--- src/rtl/fifoc2cmd.sv ---
// Command FIFO C consumer: pops one UDP command payload per fs/fd handshake,
// assembles {addr, data_hi, data_lo} records and issues register-write strobes.
module fifoc2cmd #(
  parameter int TIMEOUT = 4096,
  parameter int TO_W    = 13
) (
  input  logic        clk,
  input  logic        rst,
  input  logic        fs,
  output logic        fd,
  input  logic [11:0] dev_rx_len,
  input  logic [7:0]  fifoc_rxd,
  output logic        fifoc_rxen,
  input  logic        fifoc_empty,
  output logic        cmd_wen,
  output logic [7:0]  cmd_addr,
  output logic [15:0] cmd_data,
  output logic [10:0] cmd_cnt,
  output logic [1:0]  err
);

  typedef enum logic [1:0] {IDLE, WORK, LAST} state_t;

  localparam logic [TO_W-1:0] TO_LAST = TO_W'(TIMEOUT - 1);

  state_t          state;
  logic [11:0]     len;
  logic [11:0]     rd_cnt;
  logic [11:0]     rx_cnt;
  logic [1:0]      byte_pos;
  logic [TO_W-1:0] to_cnt;
  logic            rx_vld;
  logic [7:0]      addr_r;
  logic [7:0]      hi_r;
  logic            pending;

  assign pending = (rd_cnt < len);

  // The pop strobe is combinational so a byte can be popped every cycle;
  // the FIFO answers with data one cycle later (tracked by rx_vld).
  assign fifoc_rxen = (state == WORK) && pending && !fifoc_empty;

  // NOTE: all state below uses non-blocking assignments so every branch sees
  // the pre-edge values; blocking here would make the exit test see updated counts.
  always_ff @(posedge clk) begin
    if (!rst) begin
      state    <= IDLE;
      fd       <= 1'b0;
      len      <= '0;
      rd_cnt   <= '0;
      rx_cnt   <= '0;
      byte_pos <= '0;
      to_cnt   <= '0;
      rx_vld   <= 1'b0;
      addr_r   <= '0;
      hi_r     <= '0;
      cmd_wen  <= 1'b0;
      cmd_addr <= '0;
      cmd_data <= '0;
      cmd_cnt  <= '0;
      err      <= '0;
    end else begin
      cmd_wen <= 1'b0;
      rx_vld  <= fifoc_rxen;
      case (state)
        IDLE: begin
          if (fs) begin
            len      <= dev_rx_len;
            rd_cnt   <= '0;
            rx_cnt   <= '0;
            byte_pos <= '0;
            to_cnt   <= '0;
            cmd_cnt  <= '0;
            err      <= '0;
            state    <= WORK;
          end
        end
        WORK: begin
          if (fifoc_rxen) begin
            rd_cnt <= rd_cnt + 12'd1;
            to_cnt <= '0;
          end else if (pending) begin
            to_cnt <= to_cnt + 1'b1;
          end
          if (rx_vld) begin
            rx_cnt <= rx_cnt + 12'd1;
            case (byte_pos)
              2'd0: begin
                addr_r   <= fifoc_rxd;
                byte_pos <= 2'd1;
              end
              2'd1: begin
                hi_r     <= fifoc_rxd;
                byte_pos <= 2'd2;
              end
              default: begin
                cmd_wen  <= 1'b1;
                cmd_addr <= addr_r;
                cmd_data <= {hi_r, fifoc_rxd};
                cmd_cnt  <= cmd_cnt + 11'd1;
                byte_pos <= 2'd0;
              end
            endcase
          end
          // All bytes in: byte_pos now equals len mod 3, so a nonzero value
          // means a trailing fragment was dropped.
          if (rx_cnt == len && !rx_vld) begin
            err[0] <= (byte_pos != 2'd0);
            fd     <= 1'b1;
            state  <= LAST;
          end else if (pending && fifoc_empty && to_cnt == TO_LAST) begin
            err[1] <= 1'b1;
            fd     <= 1'b1;
            state  <= LAST;
          end
        end
        LAST: begin
          if (!fs) begin
            fd    <= 1'b0;
            state <= IDLE;
          end
        end
        default: begin
          fd    <= 1'b0;
          state <= IDLE;
        end
      endcase
    end
  end

endmodule

--- config.mk ---
export PLATFORM = sky130hd
export DESIGN_NAME = fifoc2cmd
export DESIGN_NICKNAME = d
export VERILOG_FILES = /design/src/rtl/fifoc2cmd.sv
export SDC_FILE = /design/constraint.sdc
export NUM_CORES = 1
export LEC_CHECK = 0
export BUFFER_PORTS_ARGS = -buffer_cell sky130_fd_sc_hd__buf_2
export CAP_MARGIN = 20
export CORE_MARGIN = 4
export CORE_UTILIZATION = 33
export DETAILED_ROUTE_END_ITERATION = 10
export HOLD_SLACK_MARGIN = 0.05
export SETUP_SLACK_MARGIN = 0.1
export SLEW_MARGIN = 25
export SYNTH_ARGS = -nofsm -noshare
export SYNTH_HDL_FRONTEND = slang
export SYNTH_SLANG_ARGS = --single-unit
--- constraint.sdc ---
create_clock -name clk -period 2.97 [get_ports clk]
set_clock_uncertainty 0.05 [all_clocks]
set_input_delay 0.1485 -clock clk [delete_from_list [all_inputs] [get_ports clk]]
set_output_delay 0.1485 -clock clk [all_outputs]
set_load 0.02 [all_outputs]
**Word-level counts from Yosys, hierarchy flattened**

Index checks and enable logic that the tools add are counted.

- Bits in registers: 109
- Input bits: 24
- Logic and storage cells: 93
- Output and inout port bits: 40

- Bitwise operators: 2
- Equality and inequality tests: 15
- Reductions and logical operators: 25
- Muxes and demuxes: 30
- Add/sub/neg operators: 4
- Magnitude comparators: 1

Operators with widths:

| cell | count |
|---|---|
| case mux 12 bit (2 select lines) | 2 |
| two-way mux 13 bit | 3 |
| two-way mux 12 bit | 3 |
| two-way mux 11 bit | 3 |
| AND reduction 3 bit | 10 |
| case mux 13 bit (2 select lines) | 1 |
| adder 12 x 1 -> 12 bit (second input constant) | 2 |
| case mux 11 bit (2 select lines) | 1 |
| adder 13 x 1 -> 13 bit (second input constant) | 1 |
| == test 13 x 12 -> 1 bit (second input constant) | 1 |
| == test 12 bit | 1 |
| < comparator 12 bit | 1 |
| two-way mux 2 bit | 6 |
| != test 2 bit (second input constant) | 6 |
| case mux 2 bit (2 select lines) | 3 |
| adder 11 x 1 -> 11 bit (second input constant) | 1 |
| AND reduction 4 bit | 2 |
| two-way mux 1 bit | 6 |
| case mux 2 bit (3 select lines) | 1 |
| logical AND 1 bit | 5 |
| == test 2 x 1 -> 1 bit (second input constant) | 2 |
| zero test 2 bit | 2 |
| != test 2 x 1 -> 1 bit (second input constant) | 2 |
| nonzero test 2 bit | 2 |
| 8 further kinds | 10 |

**Depth between registers and ports, before layout**

Gate-level depths: netlist (run 1).

- Depth after elaboration: 6
- Mapped depth: 10
- Gate-level depth less buffers: 9

**Worst setup path before layout (run 1)**

No wires, ideal clock.

- Kind: reg2reg
- Start: reg len[7]
- End: reg to_cnt[9]
- Clock period less this slack: 2244 ps
- Buffers on the path: 1
- Cell stages (with the launch flop): 10
- Arrival time: 2119 ps
- Setup time: 75 ps
- Setup slack: 726 ps
- Data required time: 2845 ps
- Cells stage by stage: dfxtp_1 > inv_1 > ha_1 > a211o_1 > a31oi_2 > or2_4 > a31oi_4 > buf_6 > or4_1 > a21oi_1

- Longest elaborated chain between the ends: 5
- Elaborated cells on any way between the ends: 7
- Those cells by class: order compare: 1; eq/ne: 1; mux: 2; reduce/logical: 3

RTL lines:

| what | line | text |
|---|---|---|
| start, declared | 27 | `logic [11:0] len;` |
| start signal, assigned | 68 | `len <= dev_rx_len;` |
| < comparator 12 bit (*) | 37 | `assign pending = (rd_cnt < len);` |
| logical AND 1 bit (2 in series) | 41 | `assign fifoc_rxen = (state == WORK) && pending && !fifoc_empty;` |
| != test 3 bit (no source line) / two-way mux 13 bit (equally long branches) | -- |  |
| AND reduction 3 bit (no source line) / case mux 13 bit (2 select lines) (equally long branches) | -- |  |
| end signal, assigned | 83 | `to_cnt <= to_cnt + 1'b1;` |
| end, declared | 31 | `logic [TO_W-1:0] to_cnt;` |

Mark *: on every way between the ends. The rest lies on a longest branch, timed or not.
A chain may end at the register's enable or synchronous reset.

**Final worst setup path (run 1)**

- Start: reg len[7]
- End: out fifoc_rxen

- Longest elaborated chain between the ends: 3

RTL lines:

| what | line | text |
|---|---|---|
| < comparator 12 bit | 37 |  |
| logical AND 1 bit (2 in series) | 41 |  |
| end, declared | 13 | `output logic fifoc_rxen,` |

No other way between the ends.

==> flow_summary.ini, run 1 <==
[outcome]
status = finished, final reports clean

[yosys]
synthDistinctLibCells = 51
yosys.area.top_type = dfxtp_1
synth.cell_area_mm2 = 0.00482
synth.avg_cell_area_um2 = 8.51
syn_nets = 605
ys_seq_area_share_pct = 45.3
synthCells = 566
ys_ff_latch = 109
yosys_warnings = 0
ys_async_sr_fraction_pct = 0
synthFlopType = dfxtp_1
netlist.area_leader.share_pct = 45.3
synth.top_cells.by_area = dfxtp_1, nand2_1, xor2_1
synth_edf_count = 0

[sta]
whs_ps = 69.4
min_period_over_period_pct = 90.2
tns_ps = 0
min_period_ps = 2680
max_clock_freq_mhz = 373
worst_pin_slew_ps = 587
setup_ws_ps = 292
hold_viol = 0
rsz0062_at_grt = no
timing.final.max_slew_violations = 0
setup_viol = 0
slew-limit-headroom_pct = 60.7

[route]
drt_iter0_drc = 181
drtPass1Iterations = 6
drc = 0
wl_per_cell_um = 13.8
viasPerCell = 4.98
num_vias = 4107
antenna_left = 0
drt-total-wl_um = 11400

[die]
core-area_mm2 = 0.0141
num_rows = 43
die_y_um = 129
boundaryPins = 64
start_util_pct = 34.2
die_x_um = 129
design.die.area_mm2 = 0.0166

[cts]
clkLatencyLatePin_ps = 360
clockBufferDepth = 2
cts_root_buf = clkbuf_16
cts_setup_buffers = 0
cts_buffers = 9
tritoncts = yes
cts.sinks = 109
htreeDepth = 3
clk_pin_slew_ps = 70

[final_layout]
regArea_mm2 = 0.00218
drive_above_1_share_pct = 14.9
multi_input_area_mm2 = 0.00247
fin_nets = 680
insertedDiodeCount = 0
fillers = 1421
final_cell_mix = dfxtp_1, nand2_1, nor2_1, buf_2, a21oi_1
final_common_cell = dfxtp_1
syn2layout_area_growth_pct = 19.9
final_cells = 825

[power_and_ir_drop]
clkPwrFrac_pct = 39.3
power_uw = 2930
pwr-share-comb_pct = 9.3
power_switching_uw = 769
leakagePower_uw = 0.00239
switching_share_pct = 26.2
internal_power_uw = 2170
seq_power_share_pct = 51.4
ir_worst_vdd_mv = 0.234
power_density_mw_per_mm2 = 508

[grt]
grt_pass1_vias = 4085
grt-ovfl-total = 0
grt_max_degree = 38
grt_usage_pct = 14.5
grt_pass1_wl_um = 19600
antenna_found_initial = 0

[setup_path]
r2r_setup_slack_ps = 470
cp.arrival_ps = 2480
criticalPathCategory = flip-flop to output port
worst_ep_required_time_ps = 2770
end_kind = output port
crit_path_start_kind = flip-flop
worst-path-max-fanout = 8

[placement]
io_buffers = 63
dp.cells = 790
pre_cts_slack_ps = 515
gp_congestion = 0.858
dp.final_hpwl_um = 7950

[hold_path]
hp-class = primary input to flip-flop

[run]
cap_viol_max_count = 0
-- sequential cells by signal (all words and copies together), names as in the netlist, 8 cells and up --
| register | count |
|---|---|
| cmd_data | 16 |
| len | 12 |
| rd_cnt | 12 |
| rx_cnt | 12 |
| addr_r | 8 |
| cmd_cnt | 11 |
| to_cnt | 13 |
| cmd_addr | 8 |
| hi_r | 8 |
-- worst max-delay path, cell delays in order, from the launching register on --
cell and delay (ps):
dfxtp_1 370, inv_1 60, ha_1 340, a211o_1 280
a31oi_2 230, o21a_2 250, nand2_1 190, inv_1 210
buf_2 200
-- power by group through the flow --
stage	sequential (uW)	combinational (uW)	clock, uW
after floorplan	1530	191	0
after global placement	1540	247	0
after detailed placement	1540	252	0
after CTS	1510	274	1200
after global routing	1510	305	1240
final	1510	274	1150
-- cell type report --
class | count | area share (%)
multi-input cells | 415 | 42.7
flip-flops and latches | 109 | 37.8
repair buffers | 89 | 9.70
clock buffers | 9 | 3.90
well taps | 180 | 3.90
inverters | 17 | 1.10
clock inverters | 6 | 0.953
-- kinds of logic (layout without fill, tap and decap cells) --
kind of cell | Yosys count | in the layout | share of synthesized area, %
AND/OR/NAND/NOR | 244 | 244 | 23.8
XOR/XNOR | 41 | 41 | 7.45
flip-flops | 109 | 109 | 45.3
multiplexers | 16 | 16 | 3.32
AO/OA/AOI/OAI | 99 | 99 | 12.6
buffers and inverters | 42 | 121 | 3.56
adder cells (fa/ha/maj) | 15 | 15 | 3.90
-- final timing paths --
path | from | endpoint | cells after the start
hold reg to reg | cmd_addr[4] | cmd_addr[4] | 2
hold / removal | fifoc_empty | to_cnt[11] | 3
setup / recovery | len[7] | fifoc_rxen | 8
setup reg to reg | len[10] | to_cnt[9] | 8
-- Yosys cell counts (all sizes together), types with 3 or more instances --
cell    number
or2          3
xnor2        7
xor2        34
and2         6
nand4       12
a22oi        3
ha          15
and4         4
a21o         5
nand3       24
nand2b       3
o31ai        4
and3         8
nor2        63
clkbuf      16
mux2i       16
or3         10
dfxtp      109
or4          3
o21ai       13
inv         17
buf          9
a21oi       58
a31oi        4
nor3         6
nand2       94
-- what timing repair did --
action | 4_1_cts | 5_1_grt
gates resized for setup | 0 | 1
hold buffers | 20 | 0
endpoints found under the hold margin | 36 | 0
setup endpoints to repair | 0 | 1
-- per-layer routing --
metal | share of wire [%] | vias up | routed length [um] | GRT usage, %
li1 | - | 2090 | - | -
met2 | 47 | 75 | 5380 | 23.6
met4 | 2.6 | 0 | 298 | 7.04
met1 | 47 | 1919 | 5330 | 18.7
met5 | 0 | - | 0 | 0
met3 | 3.3 | 23 | 372 | 2.24
-- stage by stage --
step                      cell area, um2  util, %
after floorplan                     4820        -
after global placement              5300     37.6
after detailed placement            5300     37.6
after CTS                           5780     41.0
after global routing                5780     41.0
final                               5780     41.0
Power figures use the tool's default switching activity.
==> run 2, diff against run 1 <==
--- a/config.mk
+++ b/config.mk
@@ -7,7 +7,6 @@
 export LEC_CHECK = 0
 export BUFFER_PORTS_ARGS = -buffer_cell sky130_fd_sc_hd__buf_2
 export CAP_MARGIN = 20
-export CORE_MARGIN = 4
 export CORE_UTILIZATION = 33
 export DETAILED_ROUTE_END_ITERATION = 10
 export HOLD_SLACK_MARGIN = 0.05
==> flow_summary.ini, run 2 (synthesis gave the netlist of run 1 again) <==
[outcome]
status = finished, final reports clean

[power_and_ir_drop]
power_density_mw_per_mm2 = 523
switching_share_pct = 25.3
power_switching_uw = 771
seq_power_share_pct = 49.4
clkPwrFrac_pct = 41.6
leakagePower_uw = 0.00241
internal_power_uw = 2280
pwr-share-comb_pct = 9.0
ir_worst_vdd_mv = 0.249

[sta]
tns_ps = 0
setup_viol = 0
worst_pin_slew_ps = 777
setup_ws_ps = 303
hold_viol = 0
timing.final.max_slew_violations = 0
max_clock_freq_mhz = 375
rsz0062_at_grt = no
slew-limit-headroom_pct = 48.1
min_period_ps = 2670
whs_ps = 199
min_period_over_period_pct = 89.8

[grt]
grt_pass1_wl_um = 18700
grt_usage_pct = 15.9
grt_pass1_vias = 3852
grt_max_degree = 47
grt-ovfl-total = 0
antenna_found_initial = 0

[hold_path]
hp-start = fs
hold_depth = 5
holdPathEnd = fd
hp-class = primary input to flip-flop

[cts]
clkLatencyLatePin_ps = 360
cts_buffers = 9
htreeDepth = 3
clk_pin_slew_ps = 80
tritoncts = yes
cts_root_buf = clkbuf_16
clockBufferDepth = 2
cts.sinks = 109

[route]
wl_per_cell_um = 13.5
antenna_left = 0
drt_iter0_drc = 191
drc = 0
num_vias = 4105
drt-total-wl_um = 11200
drtPass1Iterations = 5
viasPerCell = 4.96

[setup_path]
rr_endpoint = to_cnt[9]
crit_slowest_cell = dfxtp_1
cp_common_cell = inv_1
worst_ep_required_time_ps = 2770
worstReg2RegStart = len[7]
worst-path-max-fanout = 8
path_cells = inv_1, ha_1, a211o_1, a31oi_2, o21a_2, nand2_1, inv_1, buf_2
cp.arrival_ps = 2470
critical_path_buf_inv_count = 3
critical_path.max_stage_delay_ps = 370
end_kind = output port
r2r_setup_slack_ps = 440
crit_path_start_kind = flip-flop
critPathTopFamily = compound AO/OA/AOI/OAI gates
rr_worst_depth = 8
criticalPathCategory = flip-flop to output port
critical_path_depth = 8

[placement]
io_buffers = 63
post_dp_cell_area_mm2 = 0.00530
dp.final_hpwl_um = 7900
gp_congestion = 0.874
pre_cts_slack_ps = 447

[final_layout]
post-route-cell-area_mm2 = 0.00583
insertedDiodeCount = 0
syn2layout_area_growth_pct = 21.1
final_common_cell = dfxtp_1
drive_above_1_share_pct = 15.0
final_cell_mix = dfxtp_1, nand2_1, nor2_1, buf_2, a21oi_1
fin_nets = 682
largest_register_ffs = 16
top_register = cmd_data
reg_top3 = cmd_data: 16 flops, to_cnt: 13 flops
fin_util_pct = 41.5

[die]
die_x_um = 123
num_rows = 43
start_util_pct = 34.3
boundaryPins = 64
core-area_mm2 = 0.0140
die_y_um = 123
design.die.area_mm2 = 0.0151

[run]
cap_viol_max_count = 0
[run 2: cell count changes in the layout (fill, tap and decap cells not counted), sizes merged]
cell,delta
dlygate4sd3,+2
clkinvlp,+1
bufinv,+1
inv,-1
clkbuf,+1
clkinv,-1
[run 2: power groups by stage]
| stage | sequential, uW | clock [uW] | combinational (uW) |
|---|---|---|---|
| 4_1_cts | 1510 | 1310 | 275 |
| 6_report | 1510 | 1270 | 275 |
| 2_1_floorplan | 1530 | 0 | 191 |
| 5_1_grt | 1510 | 1360 | 307 |
| 3_3_place_gp | 1540 | 0 | 247 |
| 3_5_place_dp | 1540 | 0 | 251 |
[run 2: layout make-up]
| cell class | instances | area [um2] |
|---|---|---|
| clock buffers | 10 | 239 |
| clock inverters | 6 | 77.6 |
| fillers | 1398 | 8210 |
| inverters | 17 | 63.8 |
| multi-input cells | 415 | 2470 |
| flip-flops and latches | 109 | 2180 |
| well taps | 180 | 225 |
| repair buffers | 91 | 581 |
[run 2: tightest hold or removal path, cell delays in order]
cell	delay, ps
buf_2	90
nand2b_1	110
nand2_1	90
a22oi_1	60
nor2_1	70
[run 2: metal layers]
metal  track usage (%)  vias to the layer above  share of wire (%)
met2              24.9                       57                 46
met3              2.46                       18                2.8
met4              8.00                        0                2.4
met1              21.0                     1940                 48
li1                  -                     2090                  -
met5                 0                        -                  0
[run 2: stage by stage]
step	power [uW]	std cells
global route	3180	828
floorplan	1720	566
CTS	3090	828
global placement	1790	790
finish	3050	828
detailed placement	1790	790
[run 2: repair_timing]
action                                 CTS  global route
hold buffers                            22             0
resized for setup                        0             1
setup buffers                            0             0
setup endpoints to repair                0             1
endpoints found under the hold margin   37             0
[run 2: worst max-delay path by stage]
stage / to / slack [ps] / from
floorplan: to_cnt[9] / 730 / len[7]
global placement: to_cnt[10] / 600 / len[7]
detailed placement: to_cnt[9] / 450 / len[7]
CTS: fifoc_rxen / 210 / len[7]
global route: fifoc_rxen / 110 / len[7]
finish: fifoc_rxen / 300 / len[7]
